<file path="src/rtl/pipelined_controller_if.sv">
// Handshake and decoded-output bundle for the LEGv8 decode stage.
// The slave modport is the decode stage's view. The master modport is the
// view of the fetch side and the consumer side.
interface pipelined_controller_if #(
    parameter int REG_ID_WIDTH    = 5,
    parameter int STALL_CNT_WIDTH = 16
);
    logic                       flush;
    logic [31:0]                instruction;
    logic                       inValid;
    logic                       inReady;
    logic                       outValid;
    logic                       outReady;
    logic [2:0]                 opType;
    logic                       unconditionalBranch;
    logic                       branch;
    logic                       memRead;
    logic                       memToReg;
    logic                       memWrite;
    logic                       aluSRC;
    logic                       regWriteFlag;
    logic [3:0]                 aluControlCode;
    logic [REG_ID_WIDTH-1:0]    readRegister1;
    logic [REG_ID_WIDTH-1:0]    readRegister2;
    logic [REG_ID_WIDTH-1:0]    writeRegister;
    logic [STALL_CNT_WIDTH-1:0] stallCycles;

    modport slave (
        input  flush, instruction, inValid, outReady,
        output inReady, outValid, opType, unconditionalBranch, branch,
               memRead, memToReg, memWrite, aluSRC, regWriteFlag,
               aluControlCode, readRegister1, readRegister2, writeRegister,
               stallCycles
    );

    modport master (
        output flush, instruction, inValid, outReady,
        input  inReady, outValid, opType, unconditionalBranch, branch,
               memRead, memToReg, memWrite, aluSRC, regWriteFlag,
               aluControlCode, readRegister1, readRegister2, writeRegister,
               stallCycles
    );
endinterface

</file>
<file path="src/rtl/pipelined_controller.sv">
// LEGv8 decode stage: decodes one instruction per cycle into a one-entry
// output register under valid/ready flow control. It stalls consumers of a
// load that has just been issued downstream, and a flush drops the output
// entry together with the load-use window.
module pipelined_controller #(
    parameter int REG_ID_WIDTH    = 5,
    parameter int LOAD_USE_STALL  = 1,
    parameter int ZERO_REG        = 31,
    parameter int STALL_CNT_WIDTH = 16
) (
    input logic                  clock,
    input logic                  resetN,
    pipelined_controller_if.slave bus
);
    localparam logic [2:0] OP_LD = 3'd0;
    localparam logic [2:0] OP_CB = 3'd1;
    localparam logic [2:0] OP_R  = 3'd2;
    localparam logic [2:0] OP_ST = 3'd3;
    localparam logic [2:0] OP_I  = 3'd4;
    localparam logic [2:0] OP_B  = 3'd5;
    localparam logic [2:0] OP_M  = 3'd6;

    localparam logic [REG_ID_WIDTH-1:0] ZR = REG_ID_WIDTH'(ZERO_REG);

    function automatic logic [STALL_CNT_WIDTH-1:0] sat_inc(input logic [STALL_CNT_WIDTH-1:0] v);
        return (&v) ? v : v + STALL_CNT_WIDTH'(1);
    endfunction

    // Stage 0: combinational decode of the incoming instruction
    logic [31:0]             ins;
    logic [2:0]              op_p0;
    logic [3:0]              alu_p0;
    logic [REG_ID_WIDTH-1:0] rs1_p0, rs2_p0, wr_p0;
    logic                    use1_p0, use2_p0;
    logic                    unused_bits;

    assign ins         = bus.instruction;
    assign unused_bits = ^{ins[31], ins[25], ins[21], ins[15:10]};

    // Opcode class, ALU code, register fields and which sources are read
    always_comb begin
        op_p0  = OP_I;
        alu_p0 = 4'b0010;
        if (ins[26])       op_p0 = ins[29] ? OP_CB : OP_B;
        else if (!ins[28]) op_p0 = OP_R;
        else if (ins[23])  op_p0 = OP_M;
        else if (ins[22])  op_p0 = OP_LD;
        else if (ins[27])  op_p0 = OP_ST;
        if (op_p0 == OP_R) begin
            if (ins[30])      alu_p0 = 4'b0110;
            else if (ins[29]) alu_p0 = 4'b0001;
            else if (ins[24]) alu_p0 = 4'b0010;
            else              alu_p0 = 4'b0000;
        end else if (op_p0 == OP_CB) begin
            alu_p0 = 4'b0111;
        end
        rs1_p0  = REG_ID_WIDTH'(ins[9:5]);
        rs2_p0  = (op_p0 == OP_CB || op_p0 == OP_ST) ? REG_ID_WIDTH'(ins[4:0])
                                                     : REG_ID_WIDTH'(ins[20:16]);
        wr_p0   = REG_ID_WIDTH'(ins[4:0]);
        use1_p0 = (op_p0 == OP_R) || (op_p0 == OP_LD) || (op_p0 == OP_ST) ||
                  (op_p0 == OP_I) || (op_p0 == OP_CB);
        use2_p0 = (op_p0 == OP_R) || (op_p0 == OP_ST) || (op_p0 == OP_CB);
    end

    // Stage 1: output entry, load-use window and stall statistics
    logic                       vld_p1;
    logic [2:0]                 op_p1;
    logic [3:0]                 alu_p1;
    logic [REG_ID_WIDTH-1:0]    rs1_p1, rs2_p1, wr_p1;
    logic [2:0]                 cnt_p1;
    logic [REG_ID_WIDTH-1:0]    ld_dest_p1;
    logic [STALL_CNT_WIDTH-1:0] stall_p1;
    logic                       ld_xfer, hit1, hit2, hazard, accept;

    // A source collides with a load leaving this cycle or one still in its window
    assign ld_xfer = vld_p1 & bus.outReady & (op_p1 == OP_LD);
    assign hit1    = (rs1_p0 != ZR) &&
                     ((ld_xfer && rs1_p0 == wr_p1) || (cnt_p1 != 3'd0 && rs1_p0 == ld_dest_p1));
    assign hit2    = (rs2_p0 != ZR) &&
                     ((ld_xfer && rs2_p0 == wr_p1) || (cnt_p1 != 3'd0 && rs2_p0 == ld_dest_p1));
    assign hazard  = (LOAD_USE_STALL != 0) && bus.inValid &&
                     ((use1_p0 && hit1) || (use2_p0 && hit2));

    assign bus.inReady = (!vld_p1 || bus.outReady) && !hazard && !bus.flush;
    assign accept      = bus.inValid && bus.inReady;

    // Output entry: load on accept, hold under backpressure, drop on flush
    always_ff @(posedge clock or negedge resetN) begin
        if (!resetN) begin
            vld_p1 <= 1'b0;
            op_p1  <= 3'd0;
            alu_p1 <= 4'd0;
            rs1_p1 <= '0;
            rs2_p1 <= '0;
            wr_p1  <= '0;
        end else if (bus.flush) begin
            vld_p1 <= 1'b0;
        end else if (accept) begin
            vld_p1 <= 1'b1;
            op_p1  <= op_p0;
            alu_p1 <= alu_p0;
            rs1_p1 <= rs1_p0;
            rs2_p1 <= rs2_p0;
            wr_p1  <= wr_p0;
        end else if (bus.outReady) begin
            vld_p1 <= 1'b0;
        end
    end

    // Load-use window: armed when a load leaves, counts down to zero
    always_ff @(posedge clock or negedge resetN) begin
        if (!resetN) begin
            cnt_p1     <= 3'd0;
            ld_dest_p1 <= '0;
        end else if (bus.flush) begin
            cnt_p1 <= 3'd0;
        end else if (ld_xfer) begin
            cnt_p1     <= 3'(LOAD_USE_STALL);
            ld_dest_p1 <= wr_p1;
        end else if (cnt_p1 != 3'd0) begin
            cnt_p1 <= cnt_p1 - 3'd1;
        end
    end

    // Saturating count of cycles a valid instruction was held back by a hazard
    always_ff @(posedge clock or negedge resetN) begin
        if (!resetN)                             stall_p1 <= '0;
        else if (bus.inValid && hazard && !bus.flush) stall_p1 <= sat_inc(stall_p1);
    end

    assign bus.outValid            = vld_p1;
    assign bus.opType              = op_p1;
    assign bus.memRead             = (op_p1 == OP_LD);
    assign bus.memToReg            = (op_p1 == OP_LD);
    assign bus.memWrite            = (op_p1 == OP_ST);
    assign bus.branch              = (op_p1 == OP_CB);
    assign bus.unconditionalBranch = (op_p1 == OP_B);
    assign bus.aluSRC              = (op_p1 == OP_LD) || (op_p1 == OP_ST) || (op_p1 == OP_M);
    assign bus.regWriteFlag        = (op_p1 == OP_R) || (op_p1 == OP_LD) || (op_p1 == OP_M);
    assign bus.aluControlCode      = alu_p1;
    assign bus.readRegister1       = rs1_p1;
    assign bus.readRegister2       = rs2_p1;
    assign bus.writeRegister       = wr_p1;
    assign bus.stallCycles         = stall_p1;
endmodule

</file>
<file path="src/flat_wrapper.sv">
// flat-port wrapper written by rule: the top's interface ports become plain ports
module pipelined_controller_flat 
#(
    parameter int REG_ID_WIDTH    = 5,
    parameter int LOAD_USE_STALL  = 1,
    parameter int ZERO_REG        = 31,
    parameter int STALL_CNT_WIDTH = 16
)
  (clock, resetN, bus_flush, bus_instruction, bus_inValid, bus_outReady, bus_inReady, bus_outValid, bus_opType, bus_unconditionalBranch, bus_branch, bus_memRead, bus_memToReg, bus_memWrite, bus_aluSRC, bus_regWriteFlag, bus_aluControlCode, bus_readRegister1, bus_readRegister2, bus_writeRegister, bus_stallCycles);
  pipelined_controller_if #(.REG_ID_WIDTH(REG_ID_WIDTH), .STALL_CNT_WIDTH(STALL_CNT_WIDTH)) bus_i ();
  input logic clock;
  input logic resetN;
  input wire logic [$bits(bus_i.flush)-1:0] bus_flush;
  input wire logic [$bits(bus_i.instruction)-1:0] bus_instruction;
  input wire logic [$bits(bus_i.inValid)-1:0] bus_inValid;
  input wire logic [$bits(bus_i.outReady)-1:0] bus_outReady;
  output wire logic [$bits(bus_i.inReady)-1:0] bus_inReady;
  output wire logic [$bits(bus_i.outValid)-1:0] bus_outValid;
  output wire logic [$bits(bus_i.opType)-1:0] bus_opType;
  output wire logic [$bits(bus_i.unconditionalBranch)-1:0] bus_unconditionalBranch;
  output wire logic [$bits(bus_i.branch)-1:0] bus_branch;
  output wire logic [$bits(bus_i.memRead)-1:0] bus_memRead;
  output wire logic [$bits(bus_i.memToReg)-1:0] bus_memToReg;
  output wire logic [$bits(bus_i.memWrite)-1:0] bus_memWrite;
  output wire logic [$bits(bus_i.aluSRC)-1:0] bus_aluSRC;
  output wire logic [$bits(bus_i.regWriteFlag)-1:0] bus_regWriteFlag;
  output wire logic [$bits(bus_i.aluControlCode)-1:0] bus_aluControlCode;
  output wire logic [$bits(bus_i.readRegister1)-1:0] bus_readRegister1;
  output wire logic [$bits(bus_i.readRegister2)-1:0] bus_readRegister2;
  output wire logic [$bits(bus_i.writeRegister)-1:0] bus_writeRegister;
  output wire logic [$bits(bus_i.stallCycles)-1:0] bus_stallCycles;
  assign bus_i.flush = bus_flush;
  assign bus_i.instruction = bus_instruction;
  assign bus_i.inValid = bus_inValid;
  assign bus_i.outReady = bus_outReady;
  assign bus_inReady = bus_i.inReady;
  assign bus_outValid = bus_i.outValid;
  assign bus_opType = bus_i.opType;
  assign bus_unconditionalBranch = bus_i.unconditionalBranch;
  assign bus_branch = bus_i.branch;
  assign bus_memRead = bus_i.memRead;
  assign bus_memToReg = bus_i.memToReg;
  assign bus_memWrite = bus_i.memWrite;
  assign bus_aluSRC = bus_i.aluSRC;
  assign bus_regWriteFlag = bus_i.regWriteFlag;
  assign bus_aluControlCode = bus_i.aluControlCode;
  assign bus_readRegister1 = bus_i.readRegister1;
  assign bus_readRegister2 = bus_i.readRegister2;
  assign bus_writeRegister = bus_i.writeRegister;
  assign bus_stallCycles = bus_i.stallCycles;
  pipelined_controller #(.REG_ID_WIDTH(REG_ID_WIDTH), .LOAD_USE_STALL(LOAD_USE_STALL), .ZERO_REG(ZERO_REG), .STALL_CNT_WIDTH(STALL_CNT_WIDTH)) u_core (.clock(clock), .resetN(resetN), .bus(bus_i));
endmodule
</file>
<file path="config.mk">
export PLATFORM = sky130hd
export DESIGN_NAME = pipelined_controller_flat
export DESIGN_NICKNAME = d
export VERILOG_FILES = /design/src/rtl/pipelined_controller_if.sv /design/src/rtl/pipelined_controller.sv /design/src/flat_wrapper.sv
export SDC_FILE = /design/constraint.sdc
export NUM_CORES = 1
export LEC_CHECK = 0
export ABC_AREA = 1
export ABC_CLOCK_PERIOD_IN_PS = 2700
export CORE_MARGIN = 1.5
export CORE_UTILIZATION = 49
export CTS_BUF_LIST = sky130_fd_sc_hd__clkbuf_16
export CTS_CLUSTER_SIZE = 12
export DETAILED_ROUTE_END_ITERATION = 10
export PLACE_DENSITY = 0.81
export SLEW_MARGIN = 20
export SYNTH_ARGS = -nofsm -noshare
export SYNTH_HDL_FRONTEND = slang
export SYNTH_SLANG_ARGS = --single-unit
</file>
<file path="constraint.sdc">
create_clock -name clock -period 2.7 [get_ports clock]
set_input_delay 0.405 -clock clock [delete_from_list [all_inputs] [get_ports clock]]
set_output_delay 0.405 -clock clock [all_outputs]
set_load 0.1 [all_outputs]
</file>
Word-level counts from Yosys, hierarchy flattened. Index checks and enable logic that the tools add are counted.

$add $sub $neg: 2. $mul: 0. Div/mod/pow operators: 0. Order comparisons: 0. Equality and inequality tests: 15. Shifts and indexed selects: 0. Muxes and demuxes: 18. Bitwise gates (word level): 4. Reduce and logical (&&, ||, !) cells: 41.

Operators by type and width (number): two-way mux 3 bit (10); equality test 5 bit (4); adder 16 x 1 -> 16 bit (second input constant) (1); AND reduction 16 bit (1); logical OR 1 bit (15); logical AND 1 bit (14); equality test 3 x 2 -> 1 bit (second input constant) (4); two-way mux 4 bit (3); inequality test 5 bit (second input constant) (2); equality test 3 bit (second input constant) (3); nonzero test 3 bit (3); equality test 3 x 1 -> 1 bit (second input constant) (2); logical NOT 3 bit (2); AND reduction 2 bit (3); two-way mux 5 bit (1); logical NOT 1 bit (3); two-way mux 1 bit (3); subtractor 3 x 1 -> 3 bit (second input constant) (1); bitwise AND 1 bit (2); two-way mux 2 bit (1); NOT 1 bit (2).

Flip-flop bits (word level): 47. Latch bits: 0. Memory bits (writable): 0. Bits in read-only memories: 0. Bits of input ports: 37. Output and inout bits: 47. Logic and storage cells: 89. Memories: 0.

Depth between registers and ports, before layout.
Word-level depth: 21. Mapped depth: 20. Gate-level depth less buffers: 18.

Worst setup path after synthesis. No wires, ideal clock.

Path type: register to output. Start point: register u_core.op_p1[2] (netlist: u_core.bus.opType[2]). End point: output port bus_inReady. Arrival: 4.874 ns. Data required time: 2.295 ns. Slack: -2.579 ns. Cell stages (with the launch flop): 10. Cells stage by stage: dfrtp_1 -> nor3_1 -> nand3_1 -> nor3_1 -> nand4_1 -> nand2_1 -> o211ai_2 -> a21oi_4 -> buf_6 -> nor2_1.

Word-level cells in the longest chain between the ends: 11. Elaborated cells between the ends (all ways): 15. Those cells by class: 1 x bitwise; 14 x reduce/logical.

RTL lines: start: declaration (line pipelined_controller.sv:68) `logic [2:0] op_p1;`; start signal: assignment (line pipelined_controller.sv:101) `op_p1 <= op_p0;`; logical NOT 3 bit (*); named net bus_memRead (line flat_wrapper.sv:22) `output wire logic [$bits(bus_i.memRead)-1:0] bus_memRead;`; bitwise AND 1 bit (*) (line pipelined_controller.sv:77) `assign ld_xfer = vld_p1 & bus.outReady & (op_p1 == OP_LD);`; logical AND 1 bit (on tied branches) (line pipelined_controller.sv:79, pipelined_controller.sv:81); logical OR 1 bit (on tied branches) (line pipelined_controller.sv:79, pipelined_controller.sv:81); logical AND 1 bit (on tied branches) (line pipelined_controller.sv:78, pipelined_controller.sv:80); logical AND 1 bit (line pipelined_controller.sv:83) `((use1_p0 && hit1) || (use2_p0 && hit2));`; logical OR 1 bit (*) (line pipelined_controller.sv:83); logical AND 1 bit (*) (line pipelined_controller.sv:82) `assign hazard = (LOAD_USE_STALL != 0) && bus.inValid &&`; logical NOT 1 bit (*) (line pipelined_controller.sv:85) `assign bus.inReady = (!vld_p1 || bus.outReady) && !hazard && !bus.flush;`; logical AND 1 bit (*) (2 in series) (line pipelined_controller.sv:85); end: declaration (line flat_wrapper.sv:17) `output wire logic [$bits(bus_i.inReady)-1:0] bus_inReady;`.

Mark *: on every way through the listed nets, which the timed path passes. The rest lies on a longest branch.

Final worst setup path.
Start point: register u_core.op_p1[1] (netlist: u_core.bus.opType[1]). End point: output port bus_inReady.

Word-level cells in the longest chain between the ends: 11. Elaborated cells between the ends (all ways): 15. Those cells by class: 1 x bitwise; 14 x reduce/logical.

RTL lines (line): logical NOT 3 bit (*) (pipelined_controller.sv:77); bitwise AND 1 bit (*) (pipelined_controller.sv:77); logical AND 1 bit (on tied branches) (pipelined_controller.sv:79, pipelined_controller.sv:81); logical OR 1 bit (on tied branches) (pipelined_controller.sv:79, pipelined_controller.sv:81); logical AND 1 bit (on tied branches) (pipelined_controller.sv:78, pipelined_controller.sv:80); logical AND 1 bit (pipelined_controller.sv:83); logical OR 1 bit (*) (pipelined_controller.sv:83); logical AND 1 bit (*) (pipelined_controller.sv:82); logical NOT 1 bit (*) (pipelined_controller.sv:85); logical AND 1 bit (*) (2 in series) (pipelined_controller.sv:85).

Mark *: on every way between the ends. The rest lies on a longest branch, timed or not.

==> metrics <==
status completed; Pleak between 2 and 2.5 nW; diode count 0; DRC Markers 0; Slew headroom 0.597; Num Clock Sinks 46; vias in the first global route a little under 3000; die height just over 80 µm; R2R setup slack about 450 ps; register bit total from synthesis 46; setup slack at placement -242 ps; Design Area, Final 4250 µm²; most frequent CP cell nand2_1; initial antenna violation count 0; Post-Route Setup TNS 0 ps; Worst Path Buf+Inv 2; commonest non-fill, non-tap cell in the layout nand2_1; DPL Wire Length about 5900 µm; core area approximately 5900 µm²; FF-to-FF Start u_core.bus.opType[1]; Critical Setup Path Class reg2out; DRT Pass-1 Iters 5; Post-synth EDFFs 0; H-Tree Depth 2; Post-Place Cells 561; RSZ-0062 raised after global routing false; clk_lat worst skew 290 ps; final slew viol count 0; Final GP Congestion 0.915; global-route wire length before repair around 14000 µm; Root Buffer clkbuf_16; Synth cell types 36; Syn Std Cell Area about 3000 µm²; Remaining Overflow, GRT 0; row cnt 28; Compound-Gate Fraction of Synth Area 0.102; Buffers on Ports 73; die width slightly above 80 µm; ANT nets after route 0; Fillers between 400 and 500; wire per inst about 15 µm; hold buffer count at CTS 0; starting density of the core 0.508; via count 3217; Num CTS Buffers 5; adder-cell area share of the yosys netlist 0.0125; Final Cycle Share 0.942; Register-to-Register Path Depth 13; share of layout cells above drive strength 1 0.303; crit path max fanout 5; HP Class in2async; worst path required time approximately 2300 ps; syn_nets ~440; setup slack after layout between 150 and 200 ps; MaxCap Viol Count 0; Worst Tran Pin Value between 600 and 700 ps; Clock Skew between 5 and 6 ps; delay-heaviest family, CP simple AND/OR/NAND/NOR gates; ys flop type dfrtp_1; slowest stage cell on the critical path dfrtp_4; DP Area 3900 µm²; Fin. Hold Viols 0; DRT Wirelength ~8700 µm; maximum achievable frequency ~390 MHz; Tmin final between 2000 and 3000 ps; die area ~6600 µm²; clk slew on worst S/H paths 70 ps; global-route usage over all layers 0.267; largest family of logic cells by synthesized area simple AND/OR/NAND/NOR gates; CP arrival 2140 ps; fraction of synthesized cell area in xor and xnor cells 0.0582; sequential area share after synthesis 0.383; vias per inst between 5 and 6; crit end category primary output; largest net degree at the start of global routing 27; RR Endpoint u_core.bus.stallCycles[2]; Layout area overhead 41.2%; crit path launch type flop; Mean Syn Cell Area 7.58 µm²; Clock Path Buffers 2; Initial DRC Count 224; Synth Area in Simple Gates 0.343; Async S/R FF share, synth 1.00; Final nets around 550; critical path, cell by cell nor3_4 > nand3_2 > inv_1 > nand2_1 > nor2_1 > nand3_1 > nand2_1 > nand2_2 > a21oi_4 > nor2_4 > buf_12; post-synthesis mux area share 0; Final setup viols 0; max incr delay on CP between 500 and 600 ps; P per Cell Area just over 800 nW/µm²; Synth Warn # 0; CTS tree yes; Layout Cells excl Fill 583; Boundary Pins 84; Post-Synthesis Cells between 300 and 400; highest-count cells in the layout ignoring fill and taps 103 x nand2_1, 83 x buf_4, 49 x inv_1, 43 x dfrtp_1, 29 x nand4_1; Peak VDD IR around 0.83 mV
## worst max path at each step
stage / slack, ps / from / end / depth (start not counted)
global route: 20 / u_core.bus.opType[1] / bus_inReady / 11
finish: 160 / u_core.bus.opType[1] / bus_inReady / 11
CTS: 10 / bus_instruction[29] / bus_inReady / 15
detailed placement: -240 / bus_instruction[27] / bus_inReady / 17
floorplan: -400 / u_core.bus.opType[0] / bus_inReady / 11
global placement: -160 / bus_instruction[27] / bus_inReady / 17
## per-layer routing
metal	GRT usage	vias up	wire, µm
met3	0.0393	24	534
met2	0.473	135	4460
met4	0.107	0	230
li1	-	1531	-
met5	0	-	0
met1	0.322	1527	3480
## cells in the mapped netlist, drive strengths merged, types with 3 or more instances
library cell  count  area, µm²
ha                3       37.5
dfrtp            46       1150
o22ai             3       18.8
xnor2             8       70.1
o21ai            29        194
nand3            32        185
nand2           117        472
a21oi             6       41.3
nor3             11       55.1
inv              54        203
xor2             12        105
buf              10       91.3
nor2             24       92.6
nand4            31        215
## sequential cells by signal (all words and copies together), names as in the netlist
register and cells:
u_core.bus.aluControlCode 3, u_core.ld_dest_p1 5, u_core.bus.stallCycles 16, u_core.bus.outValid 1
u_core.cnt_p1 3, u_core.bus.readRegister1 5, u_core.bus.writeRegister 5, u_core.bus.opType 3
u_core.bus.readRegister2 5
## worst register-to-register path, delay by kind of cell, from the launching register on
family,cells,cell delay (ps)
AND/OR/NAND/NOR,11,1360
buffers and inverters,2,280
flip-flops,1,510
## what timing repair did
item,CTS,global route
endpoints found under the setup margin,1,1
gates cloned,1,0
setup buffers,5,8
hold endpoints to repair,0,0
resized for setup,21,18
pin swaps,18,12
## through the flow
| stage | hold WS (ps) | util | total power, mW |
|---|---|---|---|
| floorplan | 109 | - | 2.26 |
| global placement | 431 | 0.659 | 2.63 |
| detailed placement | 440 | 0.659 | 2.66 |
| CTS | 133 | 0.705 | 3.39 |
| global route | 156 | 0.718 | 3.58 |
| finish | 117 | 0.718 | 3.42 |
## cell type report
class | instances | area, µm² | share of cell area
Clock buffer | 5 | 125 | 0.0294
Multi-Input combinational cell | 286 | 1690 | 0.397
Clock inverter | 3 | 43.8 | 0.0103
Inverter | 54 | 203 | 0.0477
Sequential cell | 46 | 1160 | 0.273
Tap cell | 75 | 93.8 | 0.0221
Timing Repair Buffer | 114 | 937 | 0.220
## logic make-up after synthesis
family / after synthesis
AOI/OAI and AO/OA: 44
and+or+nand+nor: 217
adders and majority gates: 3
other: 1
xor gates and xnor gates: 20
DFF: 46
buffers and inverters: 66
## power breakdown
group	total, mW	switching [mW]	internal [mW]
Combinational	1.74	1.29	0.453
Sequential	0.967	0.138	0.828
Clock	0.713	0.275	0.439
Total	3.42	1.70	1.72
(Power assumes the default switching activity.)
